<file path="src/rtl/param_seven_seg_scan_driver_if.sv">
// Display-side bundle for param_seven_seg_scan_driver.
//   master : drives the digit/dp/blanking/brightness requests, observes the panel pins
//   slave  : the scan driver; samples requests, drives anodes, cathodes, dp, frame_start
// Signals:
//   bcd_in      [4*NUM_DIGITS] BCD digits, digit 0 in the low nibble
//   dp_in       [NUM_DIGITS]   decimal point request per digit, 1 = lit
//   blank_lz                   leading-zero blanking enable
//   brightness  [BRIGHT_W]     PWM duty level, 0 = dark
//   seg_anode   [NUM_DIGITS]   digit enables, active-low
//   seg_cathode [7]            segments {g,f,e,d,c,b,a}, active-low
//   seg_dp                     decimal point segment, active-low
//   frame_start                one-cycle pulse when a new snapshot is taken
interface param_seven_seg_scan_driver_if #(
  parameter int unsigned NUM_DIGITS = 4,
  parameter int unsigned BRIGHT_W   = 4
);

  logic [4*NUM_DIGITS-1:0] bcd_in;
  logic [NUM_DIGITS-1:0]   dp_in;
  logic                    blank_lz;
  logic [BRIGHT_W-1:0]     brightness;
  logic [NUM_DIGITS-1:0]   seg_anode;
  logic [6:0]              seg_cathode;
  logic                    seg_dp;
  logic                    frame_start;

  modport master (
    output bcd_in, dp_in, blank_lz, brightness,
    input  seg_anode, seg_cathode, seg_dp, frame_start
  );

  modport slave (
    input  bcd_in, dp_in, blank_lz, brightness,
    output seg_anode, seg_cathode, seg_dp, frame_start
  );

endinterface

</file>
<file path="src/rtl/param_seven_seg_scan_driver.sv">
// Multiplexed seven-segment scan driver with leading-zero blanking and PWM dimming.
// Each digit owns a slot of DIGIT_CYCLES clocks; the slot is divided into
// 2^BRIGHT_W sub-slots and the digit is lit only while sub-slot < brightness.
// Inputs are sampled into a snapshot once per frame so a frame never tears.
// Ports:
//   clk      system clock, rising edge
//   rst      synchronous active-high reset
//   io_disp  slave side of param_seven_seg_scan_driver_if (requests in, panel pins out)
// All panel outputs are registered; they show the state of the previous cycle.
module param_seven_seg_scan_driver #(
  parameter int unsigned NUM_DIGITS   = 4,
  parameter int unsigned DIGIT_CYCLES = 1024,
  parameter int unsigned BRIGHT_W     = 4
) (
  input  logic                          clk,
  input  logic                          rst,
  param_seven_seg_scan_driver_if.slave  io_disp
);

  localparam int unsigned SLOT_W    = $clog2(DIGIT_CYCLES);
  localparam int unsigned DIG_W     = (NUM_DIGITS > 1) ? $clog2(NUM_DIGITS) : 1;
  localparam int unsigned SUB_SHIFT = SLOT_W - BRIGHT_W;
  localparam int unsigned BCD_W     = 4 * NUM_DIGITS;

  localparam logic [SLOT_W-1:0] SLOT_LAST  = SLOT_W'(DIGIT_CYCLES - 1);
  localparam logic [DIG_W-1:0]  DIGIT_LAST = DIG_W'(NUM_DIGITS - 1);
  localparam logic [6:0]        SEG_OFF    = 7'b1111111;
  localparam logic [6:0]        SEG_DASH   = 7'b0111111;

  // Frame snapshot of all display requests
  typedef struct packed {
    logic [BCD_W-1:0]      bcd;
    logic [NUM_DIGITS-1:0] dp;
    logic                  blank_lz;
    logic [BRIGHT_W-1:0]   bright;
  } snap_t;

  // LOAD: first cycle out of reset, snapshot pending; SCAN: normal multiplexing
  typedef enum logic [0:0] {
    ST_LOAD = 1'b0,
    ST_SCAN = 1'b1
  } state_t;

  state_t                r_state;
  state_t                w_state_nxt;
  logic [SLOT_W-1:0]     r_slot;
  logic [DIG_W-1:0]      r_digit;
  snap_t                 r_snap;

  logic [NUM_DIGITS-1:0] r_anode;
  logic [6:0]            r_cathode;
  logic                  r_dp;
  logic                  r_frame_start;

  logic                  w_frame_wrap;
  logic                  w_capture;
  logic                  w_advance;
  logic [NUM_DIGITS-1:0] w_blank_vec;
  logic [NUM_DIGITS-1:0] w_sel;
  logic [3:0]            w_cur_bcd;
  logic                  w_cur_dp;
  logic                  w_cur_blank;
  logic [BRIGHT_W-1:0]   w_sub;
  logic                  w_pwm_on;
  logic                  w_lit;
  logic [NUM_DIGITS-1:0] w_anode_nxt;
  logic [6:0]            w_cathode_nxt;
  logic                  w_dp_nxt;

  // Active-low segment pattern {g,f,e,d,c,b,a}; non-BCD codes show a dash
  function automatic logic [6:0] f_decode(input logic [3:0] bcd);
    logic [6:0] seg;
    case (bcd)
      4'd0:    seg = 7'b1000000;
      4'd1:    seg = 7'b1111001;
      4'd2:    seg = 7'b0100100;
      4'd3:    seg = 7'b0110000;
      4'd4:    seg = 7'b0011001;
      4'd5:    seg = 7'b0010010;
      4'd6:    seg = 7'b0000010;
      4'd7:    seg = 7'b1111000;
      4'd8:    seg = 7'b0000000;
      4'd9:    seg = 7'b0010000;
      default: seg = SEG_DASH;
    endcase
    return seg;
  endfunction

  // Last slot of the last digit: the next edge starts a new frame
  assign w_frame_wrap = (r_slot == SLOT_LAST) && (r_digit == DIGIT_LAST);

  // Scan state register
  always_ff @(posedge clk) begin
    if (rst) begin
      r_state <= ST_LOAD;
    end else begin
      r_state <= w_state_nxt;
    end
  end

  // Scan next-state logic
  always_comb begin
    w_state_nxt = r_state;
    case (r_state)
      ST_LOAD: w_state_nxt = ST_SCAN;
      ST_SCAN: w_state_nxt = ST_SCAN;
      default: w_state_nxt = ST_LOAD;
    endcase
  end

  // Scan control outputs: LOAD holds the counters at 0 while the first snapshot lands
  always_comb begin
    w_capture = 1'b0;
    w_advance = 1'b0;
    case (r_state)
      ST_LOAD: w_capture = 1'b1;
      ST_SCAN: begin
        w_advance = 1'b1;
        w_capture = w_frame_wrap;
      end
      default: w_capture = 1'b0;
    endcase
  end

  // Slot counter and digit index
  always_ff @(posedge clk) begin
    if (rst) begin
      r_slot  <= '0;
      r_digit <= '0;
    end else if (w_advance) begin
      if (r_slot == SLOT_LAST) begin
        r_slot  <= '0;
        r_digit <= (r_digit == DIGIT_LAST) ? '0 : r_digit + DIG_W'(1);
      end else begin
        r_slot <= r_slot + SLOT_W'(1);
      end
    end
  end

  // Frame snapshot
  always_ff @(posedge clk) begin
    if (rst) begin
      r_snap <= '0;
    end else if (w_capture) begin
      r_snap.bcd      <= io_disp.bcd_in;
      r_snap.dp       <= io_disp.dp_in;
      r_snap.blank_lz <= io_disp.blank_lz;
      r_snap.bright   <= io_disp.brightness;
    end
  end

  // Leading-zero mask: walk down from the top digit while everything seen is zero
  always_comb begin
    logic v_zero;
    v_zero      = 1'b1;
    w_blank_vec = '0;
    for (int i = int'(NUM_DIGITS) - 1; i >= 0; i--) begin
      v_zero = v_zero & (r_snap.bcd[4*i +: 4] == 4'd0);
      if (i != 0) begin
        w_blank_vec[i] = r_snap.blank_lz & v_zero;
      end
    end
  end

  // Current digit select
  always_comb begin
    w_cur_bcd   = '0;
    w_cur_dp    = 1'b0;
    w_cur_blank = 1'b0;
    w_sel       = '0;
    for (int unsigned i = 0; i < NUM_DIGITS; i++) begin
      if (r_digit == DIG_W'(i)) begin
        w_cur_bcd   = r_snap.bcd[4*i +: 4];
        w_cur_dp    = r_snap.dp[i];
        w_cur_blank = w_blank_vec[i];
        w_sel[i]    = 1'b1;
      end
    end
  end

  // PWM: upper bits of the slot counter are the sub-slot number
  assign w_sub    = BRIGHT_W'(r_slot >> SUB_SHIFT);
  assign w_pwm_on = (w_sub < r_snap.bright);
  assign w_lit    = w_pwm_on & ~w_cur_blank;

  // Panel pin values for the current cycle; a dark digit drives everything off
  always_comb begin
    w_anode_nxt   = '1;
    w_cathode_nxt = SEG_OFF;
    w_dp_nxt      = 1'b1;
    if (w_lit) begin
      w_anode_nxt   = ~w_sel;
      w_cathode_nxt = f_decode(w_cur_bcd);
      w_dp_nxt      = ~w_cur_dp;
    end
  end

  // Output registers
  always_ff @(posedge clk) begin
    if (rst) begin
      r_anode       <= '1;
      r_cathode     <= SEG_OFF;
      r_dp          <= 1'b1;
      r_frame_start <= 1'b0;
    end else begin
      r_anode       <= w_anode_nxt;
      r_cathode     <= w_cathode_nxt;
      r_dp          <= w_dp_nxt;
      r_frame_start <= w_capture;
    end
  end

  assign io_disp.seg_anode   = r_anode;
  assign io_disp.seg_cathode = r_cathode;
  assign io_disp.seg_dp      = r_dp;
  assign io_disp.frame_start = r_frame_start;

endmodule

</file>
<file path="src/flat_wrapper.sv">
// flat-port wrapper written by rule: the top's interface ports become plain ports
module param_seven_seg_scan_driver_flat 
#(
  parameter int unsigned NUM_DIGITS   = 4,
  parameter int unsigned DIGIT_CYCLES = 1024,
  parameter int unsigned BRIGHT_W     = 4
)
  (clk, rst, io_disp_bcd_in, io_disp_dp_in, io_disp_blank_lz, io_disp_brightness, io_disp_seg_anode, io_disp_seg_cathode, io_disp_seg_dp, io_disp_frame_start);
  param_seven_seg_scan_driver_if #(.NUM_DIGITS(NUM_DIGITS), .BRIGHT_W(BRIGHT_W)) io_disp_i ();
  input  logic clk;
  input  logic rst;
  input wire logic [$bits(io_disp_i.bcd_in)-1:0] io_disp_bcd_in;
  input wire logic [$bits(io_disp_i.dp_in)-1:0] io_disp_dp_in;
  input wire logic [$bits(io_disp_i.blank_lz)-1:0] io_disp_blank_lz;
  input wire logic [$bits(io_disp_i.brightness)-1:0] io_disp_brightness;
  output wire logic [$bits(io_disp_i.seg_anode)-1:0] io_disp_seg_anode;
  output wire logic [$bits(io_disp_i.seg_cathode)-1:0] io_disp_seg_cathode;
  output wire logic [$bits(io_disp_i.seg_dp)-1:0] io_disp_seg_dp;
  output wire logic [$bits(io_disp_i.frame_start)-1:0] io_disp_frame_start;
  assign io_disp_i.bcd_in = io_disp_bcd_in;
  assign io_disp_i.dp_in = io_disp_dp_in;
  assign io_disp_i.blank_lz = io_disp_blank_lz;
  assign io_disp_i.brightness = io_disp_brightness;
  assign io_disp_seg_anode = io_disp_i.seg_anode;
  assign io_disp_seg_cathode = io_disp_i.seg_cathode;
  assign io_disp_seg_dp = io_disp_i.seg_dp;
  assign io_disp_frame_start = io_disp_i.frame_start;
  param_seven_seg_scan_driver #(.NUM_DIGITS(NUM_DIGITS), .DIGIT_CYCLES(DIGIT_CYCLES), .BRIGHT_W(BRIGHT_W)) u_core (.clk(clk), .rst(rst), .io_disp(io_disp_i));
endmodule
</file>
<file path="config.mk">
export PLATFORM = sky130hd
export DESIGN_NAME = param_seven_seg_scan_driver_flat
export DESIGN_NICKNAME = d
export VERILOG_FILES = /design/src/rtl/param_seven_seg_scan_driver_if.sv /design/src/rtl/param_seven_seg_scan_driver.sv /design/src/flat_wrapper.sv
export SDC_FILE = /design/constraint.sdc
export NUM_CORES = 1
export LEC_CHECK = 0
export CORE_MARGIN = 2
export CORE_UTILIZATION = 25
export CTS_CLUSTER_SIZE = 40
export DETAILED_ROUTE_END_ITERATION = 8
export GPL_TIMING_DRIVEN = 1
export HOLD_SLACK_MARGIN = 0.1
export PLACE_DENSITY_LB_ADDON = 0.08
export SLEW_MARGIN = 40
export SYNTH_ARGS = -nofsm -noshare
export SYNTH_HDL_FRONTEND = slang
export SYNTH_SLANG_ARGS = --single-unit
</file>
<file path="constraint.sdc">
create_clock -name clk -period 3.98 [get_ports clk]
set_input_delay 0.597 -clock clk [delete_from_list [all_inputs] [get_ports clk]]
set_output_delay 0.597 -clock clk [all_outputs]
set_load 0.01 [all_outputs]
</file>
==> results.sh <==
export IMPL_tightestPinTransition_ps=759
export IMPL_numCtsBuffers=5
export IMPL_drt_iter0_markers=49
export IMPL_cts_resized_gates=0
export IMPL_peakVddDrop_v=0.000128
export IMPL_critPathArrivalTime_ps=2870
export IMPL_dr_pass1_iters=4
export IMPL_synthArstFlopShare=0
export IMPL_nNetsFinal=348
export IMPL_fin_skew_ps=7.31
export IMPL_seq_area_sq_um=1020
export IMPL_syn_nets=314
export IMPL_highest_layer="met4"
export IMPL_cts_tree="yes"
export IMPL_initial_utilization=0.260
export IMPL_coreArea_sq_um=9860
export IMPL_yosys_warnings=0
export IMPL_synthFlopType="dfxtp_1"
export IMPL_relSlewSlack=0.494
export IMPL_min_from="u_core.r_snap[2]$_SDFFE_PP0P_"
export IMPL_antenna_cells=0
export IMPL_cts_sinks=51
export IMPL_hpwl_um=4050
export IMPL_place_area_sq_um=3020
export IMPL_place_gp_congestion=0.766
export IMPL_synth_edff_count=0
export IMPL_dieHeight_um=105
export IMPL_wire_per_inst_um=12.8
export IMPL_route_met2_wl_um=2290
export IMPL_place_ws_ps=1290
export IMPL_startpoint_type="flop"
export IMPL_layout_setup_ws_ps=1280
export IMPL_grt_pass1_wl_um=9450
export IMPL_wl_met3_um=208
export IMPL_met1_length_um=3110
export IMPL_critPathKind="flop to flop"
export IMPL_cts_path_max_buffers=2
export IMPL_slew_violations=0
export IMPL_drive_gt1_frac=0.0615
export IMPL_r2r_start="u_core.r_digit[0]$_SDFFE_PP0P_"
export IMPL_leakage_uw=0.00122
export IMPL_drc_errors=0
export IMPL_antenna_found_initial=0
export IMPL_setup_viol=0
export IMPL_rsz0062_at_grt="no"
export IMPL_overflow=0
export IMPL_multi_input_area_sq_um=1380
export IMPL_ant_nets=0
export IMPL_hp_class="flop to flop"
export IMPL_hold_ws_ps=464
export IMPL_post_cts_setup_buffers=0
export IMPL_syn2layout_area_growth_pct=21.7
export IMPL_outcome="completed"
export IMPL_first_global_vias=1887
export IMPL_cp_required_ps=4140
export IMPL_ys_seq_area_frac=0.398
export IMPL_die_width_um=105
export IMPL_cts_root_buffer="clkbuf_8"
export IMPL_dieArea_sq_um=11100
export IMPL_routed_wl_um=5640
export IMPL_ys_seq_elements=51
export IMPL_fill_cells=1059
export IMPL_powerDensity_nw_per_um2=333
export IMPL_clk_pin_slew_ps=90
export IMPL_finalPower_uw=1040
export IMPL_drv_cap=0
export IMPL_max_freq_mhz=370
export IMPL_critPathMaxFanout=20
export IMPL_design_area_sq_um=3120
export IMPL_io_buffers=39
export IMPL_clock_latency_ps=300
export IMPL_netlist_area_sq_um=2560
export IMPL_startpoint="u_core.r_digit[0]$_SDFFE_PP0P_"
export IMPL_synthCells=274
export IMPL_synth_distinct_cells=47
export IMPL_setup_tns_ps=0
export IMPL_end_kind="flop"
export IMPL_vias=1915
export IMPL_layout_min_cycle_time_ps=2700
export IMPL_vias_per_cell=4.33
export IMPL_htree_num_levels=2
export IMPL_ios=40
export IMPL_syn_area_per_cell_sq_um=9.36
export IMPL_ctsHoldBuffers=0
export IMPL_fin_crit_sh=0.679
export IMPL_grt_max_degree=53
export IMPL_hold_viol_final=0
export IMPL_row_count=36
export IMPL_grt_use_total=0.107
registers in the layout, summed over array words and instances, names as in the netlist:
register	cells
u_core.io_disp.seg_dp	1
u_core.io_disp.seg_cathode	7
u_core.io_disp.seg_anode	4
u_core.r_slot	10
u_core.r_digit	2
u_core.io_disp.frame_start	1
u_core.r_snap	25
u_core.r_state	1
cell usage after synthesis, types with 2 or more instances:
master    count  area (sq um)
nand2_1      58           218
buf_6         3          33.8
nor2b_1       3          18.8
and3_1        4          25.0
nor2_1       11          41.3
dfxtp_1      51          1020
buf_12        2          40.0
nor3_1        2          10.0
nand4_1       3          18.8
ha_1         13           163
clkbuf_1      7          26.3
nor3b_1       4          30.0
a221oi_2      3          45.0
nor4_1        3          18.8
xor2_1        7          61.3
mux2i_1      26           260
nand2b_1      4          25.0
a21oi_1       5          25.0
inv_1        11          41.3
nand3b_1      3          22.5
a211oi_1      4          30.0
buf_4         2          15.0
o211ai_1      9          67.6
o21a_1        2          15.0
and2_1        2          12.5
a221oi_1      2          17.5
nand3_1      10          50.1
cells in the final DEF, fill, tap and decap left out, types with 2 or more instances in the layout:
cell,Yosys,layout
nand3b_1,3,3
a221oi_2,3,3
a211oi_1,4,4
and2_1,2,2
mux2i_1,26,26
clkbuf_8,0,7
xor2_1,7,7
nor2_1,11,11
nor2b_1,3,3
and3_1,4,4
nand3_1,10,10
dfxtp_1,51,51
buf_4,2,2
o21a_1,2,2
clkdlybuf4s50_1,0,39
o211ai_1,9,9
nand2_1,58,58
a221oi_1,2,2
inv_1,11,11
ha_1,13,13
nor3b_1,4,4
nor4_1,3,3
nor3_1,2,2
nand4_1,3,3
a21oi_1,5,5
nand2b_1,4,4
cell type report:
class                      count  area share
sequential                    51       0.327
timing repair buffer          42       0.131
multi-input combinational    196       0.442
inverter                      12      0.0144
clock buffer                   8      0.0321
tap                          133      0.0533
cell families after synthesis:
group / synth area share
compound gates: 0.118
mux: 0.101
buf+inv: 0.0644
fa+ha+maj: 0.0634
xor+xnor: 0.0273
flops: 0.398
simple gates: 0.227
final timing paths:
path | end | slack [ps] | depth (start not counted)
worst max-delay path | u_core.io_disp.seg_cathode[3]$_SDFF_PP1_ | 1280 | 8
worst min-delay path | u_core.r_snap[2]$_SDFFE_PP0P_ | 460 | 2
worst max register to register | u_core.io_disp.seg_cathode[3]$_SDFF_PP1_ | 1280 | 8
worst min register to register | u_core.r_snap[2]$_SDFFE_PP0P_ | 460 | 2
layer usage:
metal,vias to the layer above,GRT usage
li1,1021,-
met1,861,0.159
met2,31,0.152
met3,2,0.0284
met4,0,0.0257
met5,-,0
critical path, stage by stage, from the launching register on:
cell	delay (ps)
dfxtp_1	400
ha_1	680
a211oi_1	120
a221oi_2	430
inv_1	150
ha_1	320
nor3_1	60
a221oi_1	290
o211ai_1	110
through the flow:
stage	util	instances
2_1_floorplan	-	274
3_3_place_gp	0.306	433
3_5_place_dp	0.306	434
4_1_cts	0.316	442
5_1_grt	0.316	442
6_report	0.316	442
report_power, final:
part | total (uW) | internal (uW) | switching (uW)
clock network | 330 | 159 | 171
registers | 555 | 538 | 16.9
logic | 153 | 81.8 | 71.4
Power figures use the tool's default switching activity.
==> edit 1, RTL diff (same settings) <==
Reset style: asynchronous (`rst`), changed in 4 clocked blocks. Comments in the files are not updated.
--- a/src/rtl/param_seven_seg_scan_driver.sv
+++ b/src/rtl/param_seven_seg_scan_driver.sv
@@ -92,3 +92,3 @@
   // Scan state register
-  always_ff @(posedge clk) begin
+  always_ff @(posedge clk or posedge rst) begin
     if (rst) begin
@@ -125,3 +125,3 @@
   // Slot counter and digit index
-  always_ff @(posedge clk) begin
+  always_ff @(posedge clk or posedge rst) begin
     if (rst) begin
@@ -140,3 +140,3 @@
   // Frame snapshot
-  always_ff @(posedge clk) begin
+  always_ff @(posedge clk or posedge rst) begin
     if (rst) begin
@@ -198,3 +198,3 @@
   // Output registers
-  always_ff @(posedge clk) begin
+  always_ff @(posedge clk or posedge rst) begin
     if (rst) begin
Behaviour: differs if rst is asserted again (counterexample within 4 cycles, from zero or initial values and one cycle with rst high); with rst held inactive, the same outputs for 10 cycles.
==> edit 1 against the original RTL <==
  * Final area rose by 5.9%
  * Sequential cell count did not move
  * Utilization increased by 0.37 points
  * Setup slack lost 0.18 ns
  * Cell count down 11%
  * Sequential share of layout area up 6.4 points
  * Routed wire length shrank 0.53%
  * Synthesized area grew 3.7%
  * Total power is 27% higher
  * Largest cell class is now sequential cells
  * Largest power group unchanged
==> edit 1: results <==
{
  "switchingPower_uw": 335,
  "grt_pass1_vias": 1705,
  "synthTopCellsByArea": "dfrtp_1, dfstp_2, mux2_4",
  "synth.distinct_cells": 46,
  "holdPathStages": 1,
  "place_hpwl_mm": 4.14,
  "grt_max_degree": 37,
  "ir_drop_uv": 145,
  "hold_end": "u_core.r_slot[0]",
  "leakagePower_uw": 0.00142,
  "yosys-top-cells-count": "dfrtp_1, mux2_4, ha_1",
  "place_area_sq_mm": 0.00317,
  "fillers": 1042,
  "synth_seq_area_share": 0.486,
  "fin_nets": 296,
  "grt_pass1_wl_mm": 9.36,
  "drtIter0Drc": 68,
  "min_from": "u_core.r_slot[0]",
  "vias_per_cell": 4.39,
  "max_stage_delay_ns": 0.66,
  "synth-async-reset-ratio": 1.00,
  "wl_met2_mm": 2.28,
  "postSynthNetCount": 256,
  "critPathArrivalTime_ns": 3.12,
  "r2r-start": "u_core.r_digit[0]",
  "fin_worst_skew_ns": 0.0103,
  "status": "finished, final reports clean",
  "wl_met1_mm": 2.95,
  "gp_congestion": 0.747
}
-- edit 1: changes by cell type after synthesis, moves of 8 or more --
cell,change
nand2_1,-53
dfxtp_1,-51
dfrtp_1,+39
mux2i_1,-25
mux2_4,+19
dfstp_2,+12
mux2_2,+8
-- edit 1: power groups by stage --
stage               Combinational, uW  Sequential, uW  Clock (uW)
floorplan                         150             656           0
global placement                  240             668           0
detailed placement                238             668           0
CTS                               240             658         438
global route                      263             671         457
finish                            235             658         427
-- edit 1: cell type report --
class / count / area [sq um] / area share
Clock buffer: 6 / 72.6 / 0.0220
Timing Repair Buffer: 42 / 413 / 0.125
Sequential cell: 51 / 1290 / 0.391
Multi-Input combinational cell: 143 / 1250 / 0.379
Inverter: 12 / 46.3 / 0.0140
Tap cell: 136 / 170 / 0.0515
Clock inverter: 2 / 60.1 / 0.0182
-- edit 1: critical path, delay by kind of cell, from the launching register on --
| kind | cells | cell delay [ns] |
|---|---|---|
| DFF | 1 | 0.42 |
| adders and majority gates | 2 | 0.88 |
| buffers and inverters | 1 | 0.18 |
| and+or+nand+nor | 1 | 0.08 |
| AOI/OAI and AO/OA | 4 | 1.23 |
-- edit 1: kinds of logic (layout without fill, tap and decap cells) --
logic type / after synthesis / after routing / share of synthesized area
XOR/XNOR: 7 / 7 / 0.0231
AND/OR/NAND/NOR: 60 / 60 / 0.135
buffers and inverters: 21 / 62 / 0.0447
multiplexers: 28 / 28 / 0.145
flip-flops: 51 / 51 / 0.486
AO/OA/AOI/OAI: 33 / 33 / 0.0993
adder cells (fa/ha/maj): 14 / 14 / 0.0659
other: 1 / 1 / 0.00141
-- edit 1: worst max path at each step --
stage,end,startpoint,cells after the start
floorplan,u_core.io_disp.seg_cathode[1],u_core.r_digit[0],9
global placement,u_core.io_disp.seg_cathode[1],u_core.r_digit[0],8
detailed placement,u_core.io_disp.seg_cathode[1],u_core.r_digit[0],8
CTS,u_core.io_disp.seg_cathode[1],u_core.r_digit[0],8
global route,u_core.io_disp.seg_cathode[1],u_core.r_digit[0],8
finish,u_core.io_disp.seg_cathode[1],u_core.r_digit[0],8
-- edit 1: routing by layer --
metal,track usage,vias up
met5,0,-
met4,0.0417,0
met3,0.0274,6
met2,0.142,43
met1,0.161,810
li1,-,862
-- edit 1: per-stage QoR --
stage	instances	worst slack (ns)	total power (uW)	hold slack, ns	util
6_report	392	1.10	1320	0.507	0.320
3_3_place_gp	384	1.21	908	0.495	0.307
5_1_grt	392	0.844	1390	0.537	0.320
2_1_floorplan	215	1.51	806	0.475	-
4_1_cts	392	1.10	1340	0.516	0.320
3_5_place_dp	384	1.14	906	0.500	0.307
==> edit 2, RTL diff (config.mk and constraints unchanged) <==
Without the edit above. `DIGIT_CYCLES` is set to 1024 in 2 places; all go to 512.
--- a/src/rtl/param_seven_seg_scan_driver.sv
+++ b/src/rtl/param_seven_seg_scan_driver.sv
@@ -11,3 +11,3 @@
   parameter int unsigned NUM_DIGITS   = 4,
-  parameter int unsigned DIGIT_CYCLES = 1024,
+  parameter int unsigned DIGIT_CYCLES = 512,
   parameter int unsigned BRIGHT_W     = 4
--- a/src/flat_wrapper.sv
+++ b/src/flat_wrapper.sv
@@ -4,3 +4,3 @@
   parameter int unsigned NUM_DIGITS   = 4,
-  parameter int unsigned DIGIT_CYCLES = 1024,
+  parameter int unsigned DIGIT_CYCLES = 512,
   parameter int unsigned BRIGHT_W     = 4
Behaviour: same outputs for any inputs over 10 cycles, from zero or initial values and one cycle with rst high; that may be too few to reach the edited logic, so the function may still have changed.
==> edit 2 against the original RTL <==
  * Clock power up 12%
  * Final area down 5.2%
  * Total power grew 0.52%
  * Die area decreased by 7.0%
  * Setup slack improved by 0.013 ns
  * Maximum frequency grew 0.48%
  * Routed wire length decreased by 4.3%
  * First-iteration DRC count increased by 4.1%
  * Sequential cell count shrank 1
  * Synthesized area is 7.2% lower
==> edit 2: results <==
{
  "max_stage_delay_ns": 0.70,
  "dp_slack_ns": 1.28,
  "largest_register": "u_core.r_snap",
  "slew_headroom": 0.474,
  "max-clock-path-buffers": 2,
  "largest_reg_flops": 25,
  "routed_wl_mm": 5.39,
  "r2r-start": "u_core.r_digit[0]",
  "cts_made_buffers": 5,
  "min_from": "u_core.r_snap[1]",
  "fillers": 1002,
  "grt_max_degree": 34,
  "n_antenna_cell": 0,
  "hold_path.class": "reg -> reg",
  "synth-async-reset-ratio": 0,
  "grt_pass1_wl_mm": 9.07,
  "cts_htree_levels": 2,
  "leakagePower_uw": 0.00110,
  "r2r_cells": 8,
  "ys_dominant_reg_cell": "dfxtp_1",
  "synth.distinct_cells": 43,
  "drtIter0Drc": 51,
  "antenna_found_initial": 0,
  "path_max_fanout": 20,
  "reg2reg_to": "u_core.io_disp.seg_cathode[3]",
  "postCtsSetupBuffers": 0,
  "postSynthNetCount": 313,
  "grt.total_usage": 0.111,
  "vias": 1885,
  "ctsResizeCount": 0,
  "ir_drop_uv": 128,
  "first_pass_iters": 4,
  "critPathSlowestCell": "ha_1",
  "critPathArrivalTime_ns": 2.85,
  "holdPathStages": 2,
  "yosys-top-cells-count": "nand2_1, dfxtp_1, a21oi_1",
  "status": "finished, final reports clean",
  "reg2reg_slack_ns": 1.29,
  "fin_worst_skew_ns": 0.00808,
  "grt_pass1_vias": 1766,
  "fin_nets": 346,
  "clock_latency_ns": 0.30,
  "hold_end": "u_core.r_snap[1]",
  "synthTopCellsByArea": "dfxtp_1, nand2_1, ha_1",
  "portBuffers": 39,
  "ctsRootBufferMaster": "clkbuf_8",
  "synth_seq_area_share": 0.421,
  "place_hpwl_mm": 3.82,
  "gp_congestion": 0.702,
  "drive_above_1_share": 0.0754,
  "path_clk_slew_ns": 0.09
}
[edit 2: cell types whose count changed in the layout (fill, tap and decap cells not counted), moves of 2 or more]
cell,before,now
a21oi_1,5,31
mux2i_1,26,3
o211ai_2,0,2
o211ai_1,9,6
and3_1,4,2
xor2_1,7,4
[edit 2: layer usage]
layer / GRT usage / up-vias / wire [um]
met3: 0.0242 / 5 / 217
met4: 0.0281 / 0 / 55
li1: - / 1001 / -
met1: 0.167 / 839 / 2990
met2: 0.160 / 40 / 2130
met5: 0 / - / 0
[edit 2: how the worst max path moves through the flow]
stage | from | endpoint | slack [ns] | depth (start not counted)
floorplan | u_core.r_digit[0] | u_core.io_disp.seg_cathode[3] | 1.76 | 10
CTS | u_core.r_digit[0] | u_core.io_disp.seg_cathode[3] | 1.26 | 8
global placement | u_core.r_digit[0] | u_core.io_disp.seg_cathode[3] | 1.35 | 8
global route | u_core.r_digit[0] | u_core.io_disp.seg_cathode[3] | 1.05 | 8
detailed placement | u_core.r_digit[0] | u_core.io_disp.seg_cathode[3] | 1.28 | 8
finish | u_core.r_digit[0] | u_core.io_disp.seg_cathode[3] | 1.29 | 8
[edit 2: final cells by class]
| type | instances | area share |
|---|---|---|
| clock buffer | 6 | 0.0279 |
| clock inverter | 1 | 0.0101 |
| inverter | 12 | 0.0152 |
| multi-input combinational | 194 | 0.416 |
| sequential | 50 | 0.338 |
| tap | 129 | 0.0545 |
| timing repair buffer | 42 | 0.138 |
[edit 2: worst max-delay path: cells and delay by family, from the launching register on]
| kind | cells | cell delay [ns] |
|---|---|---|
| fa+ha+maj | 2 | 1.02 |
| compound gates | 4 | 0.93 |
| flops | 1 | 0.40 |
| buf+inv | 1 | 0.14 |
| simple gates | 1 | 0.06 |
[edit 2: cells by family (layout without fill, tap and decap cells)]
| kind of cell | count (synthesis) | in the layout | synth area share |
|---|---|---|---|
| AOI/OAI and AO/OA | 59 | 59 | 0.179 |
| DFF | 50 | 50 | 0.421 |
| buffers and inverters | 28 | 61 | 0.0636 |
| and+or+nand+nor | 114 | 114 | 0.236 |
| muxes | 3 | 3 | 0.0126 |
| xor gates and xnor gates | 4 | 4 | 0.0147 |
| adders and majority gates | 14 | 14 | 0.0736 |
[edit 2: metrics by stage]
stage          hold WS (ns)  area (sq um)  cells
6_report              0.457          2960    434
4_1_cts               0.458          2960    434
3_5_place_dp          0.444          2840    427
3_3_place_gp          0.441          2830    425
5_1_grt               0.482          2960    434
2_1_floorplan         0.427          2380    272
[edit 2: power by group]
part / leakage [uW] / switching (uW) / total (uW) / internal, uW
Clock: 0.0000573 / 167 / 368 / 201
Combinational: 0.000631 / 63.4 / 135 / 71.8
Sequential: 0.000411 / 16.0 / 541 / 525
Total: 0.00110 / 246 / 1040 / 798
